$ cat config.mk
export PLATFORM = sky130hd
export DESIGN_NAME = vga_pattern_gen_flat
export DESIGN_NICKNAME = d
export VERILOG_FILES = /design/src/rtl/vga_if.sv /design/src/rtl/vga_pattern_gen.sv /design/src/flat_wrapper.sv
export SDC_FILE = /design/constraint.sdc
export NUM_CORES = 1
export LEC_CHECK = 0
export CORE_ASPECT_RATIO = 1.75
export CORE_MARGIN = 1
export CORE_UTILIZATION = 33
export CTS_BUF_LIST = sky130_fd_sc_hd__clkbuf_4
export DETAILED_ROUTE_END_ITERATION = 10
export GPL_TIMING_DRIVEN = 1
export PLACE_DENSITY = 0.57
export SLEW_MARGIN = 40
export SYNTH_ARGS = -nofsm -noshare
export SYNTH_HDL_FRONTEND = slang
export SYNTH_SLANG_ARGS = --single-unit
$ cat constraint.sdc
create_clock -name clk -period 7.12 [get_ports clk]
set_input_delay 2.136 -clock clk [delete_from_list [all_inputs] [get_ports clk]]
set_output_delay 2.136 -clock clk [all_outputs]
set_load 0.02 [all_outputs]
$ cat src/rtl/vga_if.sv
// Video pattern port bundle: pattern controls in, registered timing and pixel
// outputs back.
interface vga_if #(
    parameter int unsigned COLOR_W = 4,
    parameter int unsigned POS_W   = 12
) ();
    logic [1:0]           mode;
    logic [3*COLOR_W-1:0] fg_rgb;
    logic                 hsync;
    logic                 vsync;
    logic                 de;
    logic [COLOR_W-1:0]   red;
    logic [COLOR_W-1:0]   green;
    logic [COLOR_W-1:0]   blue;
    logic [POS_W-1:0]     pix_x;
    logic [POS_W-1:0]     pix_y;
    logic                 frame_start;

    modport master (
        input  mode, fg_rgb,
        output hsync, vsync, de, red, green, blue, pix_x, pix_y, frame_start
    );

    modport slave (
        output mode, fg_rgb,
        input  hsync, vsync, de, red, green, blue, pix_x, pix_y, frame_start
    );
endinterface

$ cat src/rtl/vga_pattern_gen.sv
// Programmable raster timing generator with four test patterns; sync, DE,
// colour and coordinates all leave from the same output register stage.
module vga_pattern_gen #(
    parameter int unsigned H_ACTIVE  = 1920,
    parameter int unsigned H_FP      = 88,
    parameter int unsigned H_SYNC    = 44,
    parameter int unsigned H_BP      = 148,
    parameter int unsigned V_ACTIVE  = 1080,
    parameter int unsigned V_FP      = 4,
    parameter int unsigned V_SYNC    = 5,
    parameter int unsigned V_BP      = 36,
    parameter bit          HS_POL    = 1'b1,
    parameter bit          VS_POL    = 1'b1,
    parameter int unsigned COLOR_W   = 4,
    parameter int unsigned POS_W     = 12,
    parameter int unsigned TILE_LOG2 = 8,
    parameter int unsigned BOX_SIZE  = 64
) (
    input  logic   clk,
    input  logic   rst_n,
    vga_if.master  vid
);
    localparam int unsigned H_TOTAL  = H_SYNC + H_BP + H_ACTIVE + H_FP;
    localparam int unsigned V_TOTAL  = V_SYNC + V_BP + V_ACTIVE + V_FP;
    localparam int unsigned HA0      = H_SYNC + H_BP;
    localparam int unsigned VA0      = V_SYNC + V_BP;
    localparam int unsigned BAR_W    = H_ACTIVE / 8;
    localparam int unsigned RGB_W    = 3 * COLOR_W;
    localparam int unsigned BOX_XMAX = H_ACTIVE - BOX_SIZE;
    localparam int unsigned BOX_YMAX = V_ACTIVE - BOX_SIZE;

    logic [POS_W-1:0] hcnt_q, hcnt_d, vcnt_q, vcnt_d;
    logic [1:0]       active_mode_q, active_mode_d;
    logic [RGB_W-1:0] active_fg_q, active_fg_d;
    logic [POS_W-1:0] box_x_q, box_x_d, box_y_q, box_y_d;
    logic             dir_x_q, dir_x_d, dir_y_q, dir_y_d;
    logic [POS_W-1:0] bar_pix_q, bar_pix_d;
    logic [3:0]       bar_idx_q, bar_idx_d;

    logic             hsync_q, hsync_d, vsync_q, vsync_d, de_q, de_d;
    logic [RGB_W-1:0] rgb_q, rgb_d;
    logic [POS_W-1:0] pix_x_q, pix_x_d, pix_y_q, pix_y_d;
    logic             fs_q, fs_d;

    logic             h_last_c, v_last_c, frame_end_c, h_act_c, v_act_c, de_c;
    logic             chk_c, in_box_c;
    logic [POS_W-1:0] x_c, y_c;
    logic [RGB_W-1:0] bar_rgb_c, pat_rgb_c;

    // Counters, pattern state and output register stage
    always_ff @(posedge clk or negedge rst_n) begin
        if (!rst_n) begin
            hcnt_q        <= '0;
            vcnt_q        <= '0;
            active_mode_q <= 2'd0;
            active_fg_q   <= '0;
            box_x_q       <= '0;
            box_y_q       <= '0;
            dir_x_q       <= 1'b1;
            dir_y_q       <= 1'b1;
            bar_pix_q     <= '0;
            bar_idx_q     <= 4'd0;
            hsync_q       <= ~HS_POL;
            vsync_q       <= ~VS_POL;
            de_q          <= 1'b0;
            rgb_q         <= '0;
            pix_x_q       <= '0;
            pix_y_q       <= '0;
            fs_q          <= 1'b0;
        end else begin
            hcnt_q        <= hcnt_d;
            vcnt_q        <= vcnt_d;
            active_mode_q <= active_mode_d;
            active_fg_q   <= active_fg_d;
            box_x_q       <= box_x_d;
            box_y_q       <= box_y_d;
            dir_x_q       <= dir_x_d;
            dir_y_q       <= dir_y_d;
            bar_pix_q     <= bar_pix_d;
            bar_idx_q     <= bar_idx_d;
            hsync_q       <= hsync_d;
            vsync_q       <= vsync_d;
            de_q          <= de_d;
            rgb_q         <= rgb_d;
            pix_x_q       <= pix_x_d;
            pix_y_q       <= pix_y_d;
            fs_q          <= fs_d;
        end
    end

    always_comb begin
        hcnt_d        = hcnt_q;
        vcnt_d        = vcnt_q;
        active_mode_d = active_mode_q;
        active_fg_d   = active_fg_q;
        box_x_d       = box_x_q;
        box_y_d       = box_y_q;
        dir_x_d       = dir_x_q;
        dir_y_d       = dir_y_q;
        bar_pix_d     = bar_pix_q;
        bar_idx_d     = bar_idx_q;

        h_last_c    = (hcnt_q == POS_W'(H_TOTAL - 1));
        v_last_c    = (vcnt_q == POS_W'(V_TOTAL - 1));
        frame_end_c = h_last_c && v_last_c;
        h_act_c     = (hcnt_q >= POS_W'(HA0)) && (hcnt_q < POS_W'(HA0 + H_ACTIVE));
        v_act_c     = (vcnt_q >= POS_W'(VA0)) && (vcnt_q < POS_W'(VA0 + V_ACTIVE));
        de_c        = h_act_c && v_act_c;
        x_c         = hcnt_q - POS_W'(HA0);
        y_c         = vcnt_q - POS_W'(VA0);

        hcnt_d = h_last_c ? '0 : hcnt_q + POS_W'(1);
        if (h_last_c) begin
            vcnt_d = v_last_c ? '0 : vcnt_q + POS_W'(1);
        end

        // Bar tracking restarts the cycle before x = 0; index saturates at 8 (black tail)
        if (hcnt_q == POS_W'(HA0 - 1)) begin
            bar_pix_d = '0;
            bar_idx_d = 4'd0;
        end else if (h_act_c) begin
            if (bar_pix_q == POS_W'(BAR_W - 1)) begin
                bar_pix_d = '0;
                if (bar_idx_q != 4'd8) begin
                    bar_idx_d = bar_idx_q + 4'd1;
                end
            end else begin
                bar_pix_d = bar_pix_q + POS_W'(1);
            end
        end

        // Pattern controls and box position only change between frames
        if (frame_end_c) begin
            active_mode_d = vid.mode;
            active_fg_d   = vid.fg_rgb;
            if (dir_x_q && (box_x_q == POS_W'(BOX_XMAX))) begin
                dir_x_d = 1'b0;
                box_x_d = box_x_q - POS_W'(1);
            end else if (!dir_x_q && (box_x_q == '0)) begin
                dir_x_d = 1'b1;
                box_x_d = box_x_q + POS_W'(1);
            end else begin
                box_x_d = dir_x_q ? box_x_q + POS_W'(1) : box_x_q - POS_W'(1);
            end
            if (dir_y_q && (box_y_q == POS_W'(BOX_YMAX))) begin
                dir_y_d = 1'b0;
                box_y_d = box_y_q - POS_W'(1);
            end else if (!dir_y_q && (box_y_q == '0)) begin
                dir_y_d = 1'b1;
                box_y_d = box_y_q + POS_W'(1);
            end else begin
                box_y_d = dir_y_q ? box_y_q + POS_W'(1) : box_y_q - POS_W'(1);
            end
        end

        chk_c    = x_c[TILE_LOG2] ^ y_c[TILE_LOG2];
        in_box_c = (x_c >= box_x_q) && (x_c < box_x_q + POS_W'(BOX_SIZE)) &&
                   (y_c >= box_y_q) && (y_c < box_y_q + POS_W'(BOX_SIZE));
        // Bar order white..black maps to R=~i[1], G=~i[2], B=~i[0]
        bar_rgb_c = bar_idx_q[3] ? '0 :
                    {{COLOR_W{~bar_idx_q[1]}}, {COLOR_W{~bar_idx_q[2]}},
                     {COLOR_W{~bar_idx_q[0]}}};

        case (active_mode_q)
            2'd0:    pat_rgb_c = chk_c ? '1 : '0;
            2'd1:    pat_rgb_c = bar_rgb_c;
            2'd2:    pat_rgb_c = active_fg_q;
            default: pat_rgb_c = in_box_c ? active_fg_q : '0;
        endcase

        hsync_d = (hcnt_q < POS_W'(H_SYNC)) ? HS_POL : ~HS_POL;
        vsync_d = (vcnt_q < POS_W'(V_SYNC)) ? VS_POL : ~VS_POL;
        de_d    = de_c;
        rgb_d   = de_c ? pat_rgb_c : '0;
        pix_x_d = de_c ? x_c : '0;
        pix_y_d = de_c ? y_c : '0;
        fs_d    = (hcnt_q == POS_W'(HA0)) && (vcnt_q == POS_W'(VA0));
    end

    assign vid.hsync       = hsync_q;
    assign vid.vsync       = vsync_q;
    assign vid.de          = de_q;
    assign vid.red         = rgb_q[3*COLOR_W-1:2*COLOR_W];
    assign vid.green       = rgb_q[2*COLOR_W-1:COLOR_W];
    assign vid.blue        = rgb_q[COLOR_W-1:0];
    assign vid.pix_x       = pix_x_q;
    assign vid.pix_y       = pix_y_q;
    assign vid.frame_start = fs_q;
endmodule

$ cat src/flat_wrapper.sv
// flat-port wrapper written by rule: the top's interface ports become plain ports
module vga_pattern_gen_flat 
#(
    parameter int unsigned H_ACTIVE  = 1920,
    parameter int unsigned H_FP      = 88,
    parameter int unsigned H_SYNC    = 44,
    parameter int unsigned H_BP      = 148,
    parameter int unsigned V_ACTIVE  = 1080,
    parameter int unsigned V_FP      = 4,
    parameter int unsigned V_SYNC    = 5,
    parameter int unsigned V_BP      = 36,
    parameter bit          HS_POL    = 1'b1,
    parameter bit          VS_POL    = 1'b1,
    parameter int unsigned COLOR_W   = 4,
    parameter int unsigned POS_W     = 12,
    parameter int unsigned TILE_LOG2 = 8,
    parameter int unsigned BOX_SIZE  = 64
)
  (clk, rst_n, vid_mode, vid_fg_rgb, vid_hsync, vid_vsync, vid_de, vid_red, vid_green, vid_blue, vid_pix_x, vid_pix_y, vid_frame_start);
  vga_if #(.COLOR_W(COLOR_W), .POS_W(POS_W)) vid_i ();
  input  logic clk;
  input  logic rst_n;
  input wire logic [$bits(vid_i.mode)-1:0] vid_mode;
  input wire logic [$bits(vid_i.fg_rgb)-1:0] vid_fg_rgb;
  output wire logic [$bits(vid_i.hsync)-1:0] vid_hsync;
  output wire logic [$bits(vid_i.vsync)-1:0] vid_vsync;
  output wire logic [$bits(vid_i.de)-1:0] vid_de;
  output wire logic [$bits(vid_i.red)-1:0] vid_red;
  output wire logic [$bits(vid_i.green)-1:0] vid_green;
  output wire logic [$bits(vid_i.blue)-1:0] vid_blue;
  output wire logic [$bits(vid_i.pix_x)-1:0] vid_pix_x;
  output wire logic [$bits(vid_i.pix_y)-1:0] vid_pix_y;
  output wire logic [$bits(vid_i.frame_start)-1:0] vid_frame_start;
  assign vid_i.mode = vid_mode;
  assign vid_i.fg_rgb = vid_fg_rgb;
  assign vid_hsync = vid_i.hsync;
  assign vid_vsync = vid_i.vsync;
  assign vid_de = vid_i.de;
  assign vid_red = vid_i.red;
  assign vid_green = vid_i.green;
  assign vid_blue = vid_i.blue;
  assign vid_pix_x = vid_i.pix_x;
  assign vid_pix_y = vid_i.pix_y;
  assign vid_frame_start = vid_i.frame_start;
  vga_pattern_gen #(.H_ACTIVE(H_ACTIVE), .H_FP(H_FP), .H_SYNC(H_SYNC), .H_BP(H_BP), .V_ACTIVE(V_ACTIVE), .V_FP(V_FP), .V_SYNC(V_SYNC), .V_BP(V_BP), .HS_POL(HS_POL), .VS_POL(VS_POL), .COLOR_W(COLOR_W), .POS_W(POS_W), .TILE_LOG2(TILE_LOG2), .BOX_SIZE(BOX_SIZE)) u_core (.clk(clk), .rst_n(rst_n), .vid(vid_i));
endmodule
# == Yosys cells after proc, flatten, opt, wreduce, memory -nomap -nowiden ==
# Index checks and enable logic that the tools add are counted.
# op_classes
bitwise,4
order_cmp,10
multipliers,0
div_mod_pow,0
n_reduce_logical,25
addsub,12
eq_ne,11
mux,28
n_shift,0
# ops
op,n
$mux 12,17
$add 12x1->12 const B,5
$eq 12x8->1 const B,3
$pmux 12 s3,1
$add 12x7->12 const B,2
$eq 12x11->1 const B,2
$ge 12x12->1,2
$logic_not 12->1,2
$lt 12x12->1,2
$sub 12x1->12 const B,2
$mux 4,4
$eq 12x10->1 const B,1
$eq 12x12->1 const B,1
$eq 12x6->1 const B,1
$ge 12x6->1 const B,1
$ge 12x8->1 const B,1
$logic_and 1x1->1,12
$lt 12x11->1 const B,1
$lt 12x12->1 const B,1
$lt 12x3->1 const B,1
$lt 12x6->1 const B,1
$sub 12x6->12 const B,1
$sub 12x8->12 const B,1
$reduce_bool 2->1,5
other kinds (11),20
# word_totals
latchBits,0
romBits,0
register_bits,120
memories,0
output_inout_bits,40
ramBits,0

# == Longest topological paths before layout ==
# Gate-level depths: netlist (run 1).
# depth
ltp_word,8
depth_mapped,15
mapped_depth_nobuf,13

# == Worst setup path after synthesis (run 1) ==
# No wires, ideal clock.
# synth_path
path_type,flip-flop to flip-flop
startpoint,register u_core.vcnt_q[2]
endpoint,register u_core.rgb_q[4]
arrival_ns,3.186
period_less_slack_ns,3.326
setup_slack_ns,3.794
t_required_ns,6.980
path_stages_with_launch,15
cell_sequence,dfrtp_1 clkbuf_1 o31a_1 o21ai_0 nor2b_1 nand2_1 xnor2_1 ha_1 a21o_1 a21oi_1 nor2b_1 or4_1 a41oi_1 buf_2 nor3_1
# synth_via
elab_chain_cells,7
elab_cells_between_ends,14
classes_between,add/sub (1); order compare (4); mux (4); bitwise (1); reduce/logical (4)
# synth_rtl
item,line,source
"start, declared",vga_pattern_gen.sv:32,"logic [POS_W-1:0] hcnt_q, hcnt_d, vcnt_q, vcnt_d;"
"start signal, assigned",vga_pattern_gen.sv:72,vcnt_q <= vcnt_d;
$sub 12x6->12,vga_pattern_gen.sv:110,y_c = vcnt_q - POS_W'(VA0);
$ge 12x12->1,vga_pattern_gen.sv:158,(y_c >= box_y_q) && (y_c < box_y_q + POS_W'(BOX_SIZE));
$logic_and 1x1->1,vga_pattern_gen.sv:157,in_box_c = (x_c >= box_x_q) && (x_c < box_x_q + POS_W'(BOX_SIZE)) &&
$logic_and 1x1->1,vga_pattern_gen.sv:158,
$mux 12,vga_pattern_gen.sv:168,default: pat_rgb_c = in_box_c ? active_fg_q : '0;
$pmux 12 s3,vga_pattern_gen.sv:164,case (active_mode_q)
$mux 12 *,vga_pattern_gen.sv:174,rgb_d = de_c ? pat_rgb_c : '0;
named net u_core.rgb_d[4],vga_pattern_gen.sv:41,"logic [RGB_W-1:0] rgb_q, rgb_d;"
"end signal, assigned",vga_pattern_gen.sv:84,rgb_q <= rgb_d;
"end, declared",vga_pattern_gen.sv:41,
# The timed path passes the listed nets; every way through them passes the cells marked *.
# A chain may end at the register's enable or synchronous reset.

# == Final worst setup path (run 1) ==
# layout_path
startpoint,register u_core.vcnt_q[2]
endpoint,register u_core.rgb_q[1]
# The elaborated chain is that of the path after synthesis.

==> results of run 1 <==
metal layers:
metal / global-route usage / up-vias / part of all wire
met5: 0 / - / 0
met1: 0.1845 / 2608 / 0.40
li1: - / 2699 / -
met3: 0.02452 / 41 / 0.021
met2: 0.3156 / 94 / 0.55
met4: 0.08444 / 0 / 0.034
cell usage after synthesis (all sizes together) (3+ instances only):
library cell,instances,area share
dfrtp,118,0.42
nand2,80,0.043
ha,58,0.10
nor2,56,0.030
xnor2,47,0.059
inv,40,0.021
a21oi,32,0.024
nor3,31,0.023
o21ai,31,0.022
nor2b,26,0.023
nand3,24,0.018
nand4,23,0.020
and2,20,0.018
xor2,20,0.025
clkbuf,19,0.010
and3,14,0.012
buf,13,0.010
nor4,12,0.012
o31ai,10,0.011
nand2b,9,0.0080
or3,7,0.0062
nand3b,6,0.0064
and4,5,0.0062
a2111oi,3,0.0037
a41oi,3,0.0037
mux2,3,0.0048
o211ai,3,0.0032
o22ai,3,0.0027
or4,3,0.0037
worst max path at each step:
stage                                             from                        end  cells past startpoint
after floorplan           u_core.vcnt_q[2]$_DFFE_PN0N_  u_core.rgb_q[4]$_DFF_PN0_                     14
after global placement    u_core.vcnt_q[2]$_DFFE_PN0N_  u_core.rgb_q[6]$_DFF_PN0_                     12
after detailed placement  u_core.vcnt_q[2]$_DFFE_PN0N_  u_core.rgb_q[4]$_DFF_PN0_                     12
after CTS                 u_core.vcnt_q[2]$_DFFE_PN0N_  u_core.rgb_q[1]$_DFF_PN0_                     12
after global routing      u_core.vcnt_q[2]$_DFFE_PN0N_  u_core.rgb_q[6]$_DFF_PN0_                     12
final                     u_core.vcnt_q[2]$_DFFE_PN0N_  u_core.rgb_q[1]$_DFF_PN0_                     12
power groups by stage:
| stage | clock network [uW] | registers [uW] | logic, uW |
|---|---|---|---|
| after floorplan | 0 | 695 | 0.0856 |
| after global placement | 0 | 694 | 22.7 |
| after detailed placement | 0 | 694 | 23.1 |
| after CTS | 512 | 681 | 23.1 |
| after global routing | 541 | 681 | 25.4 |
| final | 491 | 681 | 21.5 |
registers in the layout, summed over array words and instances, names as in the netlist, 2 cells and up:
| name | count |
|---|---|
| u_core.bar_idx_q | 4 |
| u_core.box_y_q | 12 |
| u_core.rgb_q | 12 |
| u_core.box_x_q | 12 |
| u_core.vid.pix_y | 12 |
| u_core.bar_pix_q | 12 |
| u_core.active_fg_q | 12 |
| u_core.vcnt_q | 12 |
| u_core.vid.pix_x | 12 |
| u_core.active_mode_q | 2 |
| u_core.hcnt_q | 12 |
worst max-delay path, cell delays in order (launching register included):
cell and delay (ns):
sky130_fd_sc_hd__dfrtp_1 0.52, sky130_fd_sc_hd__o31a_1 0.38, sky130_fd_sc_hd__o21ai_0 0.15, sky130_fd_sc_hd__nor2b_1 0.24
sky130_fd_sc_hd__nand2_1 0.10, sky130_fd_sc_hd__xnor2_1 0.28, sky130_fd_sc_hd__ha_1 0.31, sky130_fd_sc_hd__a21o_1 0.18
sky130_fd_sc_hd__a21oi_1 0.14, sky130_fd_sc_hd__nor2b_1 0.05, sky130_fd_sc_hd__or4_1 0.51, sky130_fd_sc_hd__a41oi_2 0.56
sky130_fd_sc_hd__nor3_1 0.14
kinds of logic (layout without fill, tap and decap cells):
logic type,Yosys count,after routing,synth area share
other,0,1,0
adder cells (fa/ha/maj),58,58,0.1032
flip-flops,120,120,0.4276
multiplexers,5,5,0.007654
AND/OR/NAND/NOR,328,328,0.2451
XOR/XNOR,67,67,0.08348
buffers and inverters,72,127,0.04147
AO/OA/AOI/OAI,102,102,0.09149
cell type report:
cell class                      instances  area share
Multi-Input combinational cell        560      0.4653
Sequential cell                       120      0.3725
Timing Repair Buffer                   58     0.07148
Tap cell                              252     0.03908
Inverter                               40     0.01861
Clock inverter                         12     0.01690
Clock buffer                           17     0.01582
Antenna cell                            1   0.0003101
stage by stage:
stage / utilization / instance area [um^2]
4_1_cts: 0.3851 / 8061
5_1_grt: 0.3855 / 8069
3_3_place_gp: 0.3716 / 7779
6_report: 0.3855 / 8069
3_5_place_dp: 0.3725 / 7797
2_1_floorplan: - / 7029
==> impl_metrics.yaml, run 1 <==
pwr:
  netSwitchingFraction: 0.2294
  internal_power_uw: 920.0
  power_density_nw_per_um2: 148.0
  power_leakage_uw: 0.003473
  vdd.ir_drop.worst_mv: 0.1052
  pwr-share-seq: 0.571
  share_comb_of_total_power: 0.018
  power_switching_uw: 273.9
  total_power_uw: 1194
  power.share.clock: 0.411
logic_synthesis:
  synth_area_um2: 7029
  yosys_most_used_dff: "sky130_fd_sc_hd__dfrtp_1"
  synth_warnings: 0
  syn_area_per_cell_um2: 9.347
  yosys_register_bits: 120
  post_synthesis_cell_count: 752
  syn_nets: 826
  async_reset_ff_frac: 1.000
  ys_seq_area_frac: 0.4276
  number_of_synthesized_flops_with_an_enable_pin: 0
  post_synth_num_cell_types: 61
floorplan:
  die-height_um: 195.1
  placement_rows: 70
  boundaryPins: 56
  floorplan.initialDensity: 0.3358
  die_width_um: 112.3
  dieArea_um2: 21910
  core_region_area_um2: 20930
timing:
  grt_setup_unrepaired: "false"
  timing.final.max_slew_violations: 0
  worst_max_slew_pin_slew_ns: 0.8048
  max_slew_margin: 0.4576
  period_needed_ns: 3.705
  max_freq_mhz: 269.9
  setup-violations-final: 0
  layout_worst_path_cycle_share: 0.5204
  hold-worst-slack_ns: 0.4735
  fin_setup_tns_ns: 0
  clock-skew-final_ns: 0.02032
  finalHoldViolations: 0
  post-route-worst-setup-slack_ns: 3.415
worst_setup_path:
  worst_r2r_path_depth: 12
  worst-r2r-setup-slack_ns: 3.41
  critical_path_class: "flip-flop to flip-flop"
  r2r_end: "u_core.rgb_q[1]$_DFF_PN0_"
  worst_setup_path_end_kind: "flip-flop"
  cp.arrival_ns: 4.11
  crit_fanout: 12
  cp-start-kind: "flip-flop"
  timing.critical_path.required_ns: 7.52
  r2r-start: "u_core.vcnt_q[2]$_DFFE_PN0N_"
detailed_routing:
  count_of_vias_placed_by_the_detailed_router: 5442
  avgRoutedWirePerCell_um: 16.28
  wirelength_um: 17260
  remaining_drc_errors: 3
  drtPass1Iterations: 10
  antenna_violating_nets_post_route: 0
  vias_per_instance: 5.134
  drt_iter0_markers: 245
finish:
  final-instance-count-excl-fill: 1060
  mostFrequentLayoutCell: "sky130_fd_sc_hd__dfrtp_1"
  areaGrowthSynthToFinish_pct: 14.79
  final-seq-area_um2: 3005
  layout.cells.most_common_list: "118 x sky130_fd_sc_hd__dfrtp_1, 80 x sky130_fd_sc_hd__nand2_1, 58 x sky130_fd_sc_hd__ha_1"
  drive_above_1_share: 0.06815
  num-fill-cells: 2115
  fin_nets: 871
  multi_input_comb_area_um2: 3755
global_routing:
  wire_length_of_the_first_global_routing_pass_um: 28590
  grt-ovfl-total: 0
  grt_max_degree: 83
  grt_use_total: 0.1693
  grt_pass1_vias: 5576
  grt_antenna_before_repair: 1
clocking:
  cts_buffer_depth: 2
  cts_setup_buffers: 0
  cts_resized: 0
  clk_root_buffer_cell: "sky130_fd_sc_hd__clkbuf_4"
  clock_network_latency_to_the_later_pin_of_the_worst_skew_pair_ns: 0.55
  path_clk_slew_ns: 0.10
  cts_tree: "yes"
  cts_htree_levels: 4
  cts_hold_repair.buffers: 0
  numClockSinks: 120
  cts_inserted_buffers: 17
placement:
  count_of_input_and_output_buffers: 55
  dp_hpwl_um: 12860
  finalWeightedCongestion: 0.8857
  placed_cells: 1030
  placement.setup.worst_slack_ns: 3.396
hold_path:
  min_to: "u_core.active_fg_q[2]$_DFFE_PN0P_"
  holdPathStages: 2
  hold_class: "flip-flop to flip-flop"
  hp-start: "u_core.active_fg_q[2]$_DFFE_PN0P_"
outcome:
  failed_checks: "DRC"
  status: "complete, but fails checks"
run:
  maxCapViolCount: 0
Power figures use the tool's default switching activity.
==> inputs of run 2 (changes only) <==
Settings changed: PLACE_DENSITY 0.57 to 0.59.
Clock period 7.12 ns to 3.05 ns, I/O delays scaled along.
==> impl_metrics.yaml, run 2 (same netlist as run 1, synthesis figures left out) <==
timing:
  clock-skew-final_ns: 0.02436
  worst_max_slew_pin_slew_ns: 0.6962
  layout_worst_path_cycle_share: 1.003
  finalHoldViolations: 0
  timing.final.max_slew_violations: 0
  setup-violations-final: 8
  max_slew_margin: 0.5319
  period_needed_ns: 3.060
  post-route-worst-setup-slack_ns: -0.009748
  grt_setup_unrepaired: "true"
  max_freq_mhz: 326.8
finish:
  drive_above_1_share: 0.1359
  final-seq-area_um2: 3005
  fin_nets: 922
  num-fill-cells: 2111
  areaGrowthSynthToFinish_pct: 21.95
  layout.cells.most_common_list: "118 x sky130_fd_sc_hd__dfrtp_1, 80 x sky130_fd_sc_hd__nand2_1, 58 x sky130_fd_sc_hd__ha_1"
  final_core_util: 0.4095
  multi_input_comb_area_um2: 3792
  final-instance-count-excl-fill: 1114
  mostFrequentLayoutCell: "sky130_fd_sc_hd__dfrtp_1"
floorplan:
  die_width_um: 112.3
  die-height_um: 195.1
  dieArea_um2: 21910
  placement_rows: 70
  core_region_area_um2: 20930
  floorplan.initialDensity: 0.3358
  boundaryPins: 56
placement:
  finalWeightedCongestion: 0.9040
  dp_hpwl_um: 13620
  placed_cells: 1080
  count_of_input_and_output_buffers: 55
pwr:
  pwr-share-seq: 0.537
  netSwitchingFraction: 0.2366
  internal_power_uw: 2263
  share_comb_of_total_power: 0.018
  vdd.ir_drop.worst_mv: 0.2532
  power_switching_uw: 701.2
  power_density_nw_per_um2: 345.8
  power_leakage_uw: 0.003781
  power.share.clock: 0.445
clocking:
  cts_htree_levels: 4
  clock_network_latency_to_the_later_pin_of_the_worst_skew_pair_ns: 0.55
  cts_tree: "yes"
  cts_buffer_depth: 2
  clk_root_buffer_cell: "sky130_fd_sc_hd__clkbuf_4"
  path_clk_slew_ns: 0.13
  cts_inserted_buffers: 17
  numClockSinks: 120
detailed_routing:
  avgRoutedWirePerCell_um: 16.08
  vias_per_instance: 5.114
  count_of_vias_placed_by_the_detailed_router: 5697
  drtPass1Iterations: 7
  antenna_violating_nets_post_route: 0
  remaining_drc_errors: 5
  wirelength_um: 17920
  drt_iter0_markers: 228
worst_setup_path:
  critical-path-top-delay-family: "compound AO/OA/AOI/OAI gates"
  cp.arrival_ns: 3.46
  crit_start: "u_core.vcnt_q[1]$_DFFE_PN0N_"
  timing.critical_path.cells: "o31a_1 -> o21ai_1 -> nor2b_4 -> nand2_1 -> xnor2_2 -> ha_1 -> a21o_1 -> a21oi_1 -> nor2b_1 -> or4_4 -> a41oi_2 -> buf_12 -> nor3_1"
  cpMaxStageDelayCell: "sky130_fd_sc_hd__or4_4"
  cp-start-kind: "flip-flop"
  delay_contributed_by_the_slowest_stage_of_the_critical_path_ns: 0.49
  crit_fanout: 12
  r2r-start: "u_core.vcnt_q[1]$_DFFE_PN0N_"
  timing.critical_path.required_ns: 3.45
  crit_buf_inv: 1
  worst_setup_path_end_kind: "flip-flop"
  critical_path_class: "flip-flop to flip-flop"
outcome:
  status: "complete, but fails checks"
  failed_checks: "DRC, setup timing"
global_routing:
  grt_max_degree: 75
  grt_use_total: 0.1768
  grt-ovfl-total: 0
  wire_length_of_the_first_global_routing_pass_um: 29990
  grt_pass1_vias: 5914
  grt_antenna_before_repair: 1
run:
  maxCapViolCount: 0
hold_path:
  hold_class: "primary input to async pin"
run 2: changes by cell type in the layout (fill, tap and decap cells not counted), sizes merged:
cell      previous run  this run
buf                  3        55
clkinv               8         7
clkbuf              18        17
inv                 40        42
clkinvlp             1         2
bufinv               3         4
run 2: final cells by class:
class / instances / area share
Clock buffer: 17 / 0.01489
Multi-Input combinational cell: 560 / 0.4424
Timing Repair Buffer: 109 / 0.1141
Antenna cell: 1 / 0.0002919
Tap cell: 252 / 0.03678
Inverter: 40 / 0.01752
Sequential cell: 120 / 0.3506
Clock inverter: 15 / 0.02335
run 2: worst paths after layout:
check / end / slack, ns / depth (start not counted)
worst min-delay path: u_core.active_fg_q[8]$_DFFE_PN0P_ / 0.20 / 1
max in group asynchronous: u_core.vcnt_q[0]$_DFFE_PN0N_ / 2.15 / 2
worst max register to register: u_core.rgb_q[11]$_DFF_PN0_ / -0.01 / 13
worst min register to register: u_core.active_fg_q[2]$_DFFE_PN0P_ / 0.48 / 2
worst max-delay path: u_core.rgb_q[11]$_DFF_PN0_ / -0.01 / 13
min in group clk: u_core.active_fg_q[2]$_DFFE_PN0P_ / 0.48 / 2
run 2: timing repair:
item,4_1_cts,5_1_grt
gates resized for setup,4,2
hold buffers,0,0
setup buffers,0,1
setup endpoints to repair,12,12
run 2: per-stage QoR:
stage	instance area, um^2	hold slack [ns]	TNS, ns	setup WS, ns	total power (uW)
finish	8572	0.2021	-0.06025	-0.009748	2964
global route	8572	0.1579	-1.839	-0.1697	3089
CTS	8551	0.1449	0	0.002657	3019
detailed placement	8202	0.4575	-0.002758	-0.001777	1678
global placement	8202	0.4514	0	0.02258	1677
floorplan	7069	0.4388	0	0.01334	1622
run 2: worst register-to-register path: cells and delay by family (launching register included):
| family | cells | cell delay [ns] |
|---|---|---|
| AND/OR/NAND/NOR | 5 | 0.87 |
| adder cells (fa/ha/maj) | 1 | 0.30 |
| buffers and inverters | 1 | 0.17 |
| XOR/XNOR | 1 | 0.15 |
| flip-flops | 1 | 0.44 |
| AO/OA/AOI/OAI | 5 | 1.00 |
run 2: power by group through the flow:
stage | combinational (uW) | sequential [uW] | clock, uW
after CTS | 56.4 | 1590 | 1370
final | 53.2 | 1590 | 1320
after detailed placement | 56.5 | 1620 | 0
after global placement | 56.1 | 1620 | 0
after global routing | 61.4 | 1590 | 1440
after floorplan | 0.198 | 1620 | 0
run 2: layer usage:
layer / vias to the layer above / part of all wire / global-route usage
li1: 2795 / - / -
met1: 2732 / 0.38 / 0.1836
met2: 129 / 0.56 / 0.3352
met3: 41 / 0.029 / 0.02762
met4: 0 / 0.038 / 0.09531
met5: - / 0 / 0
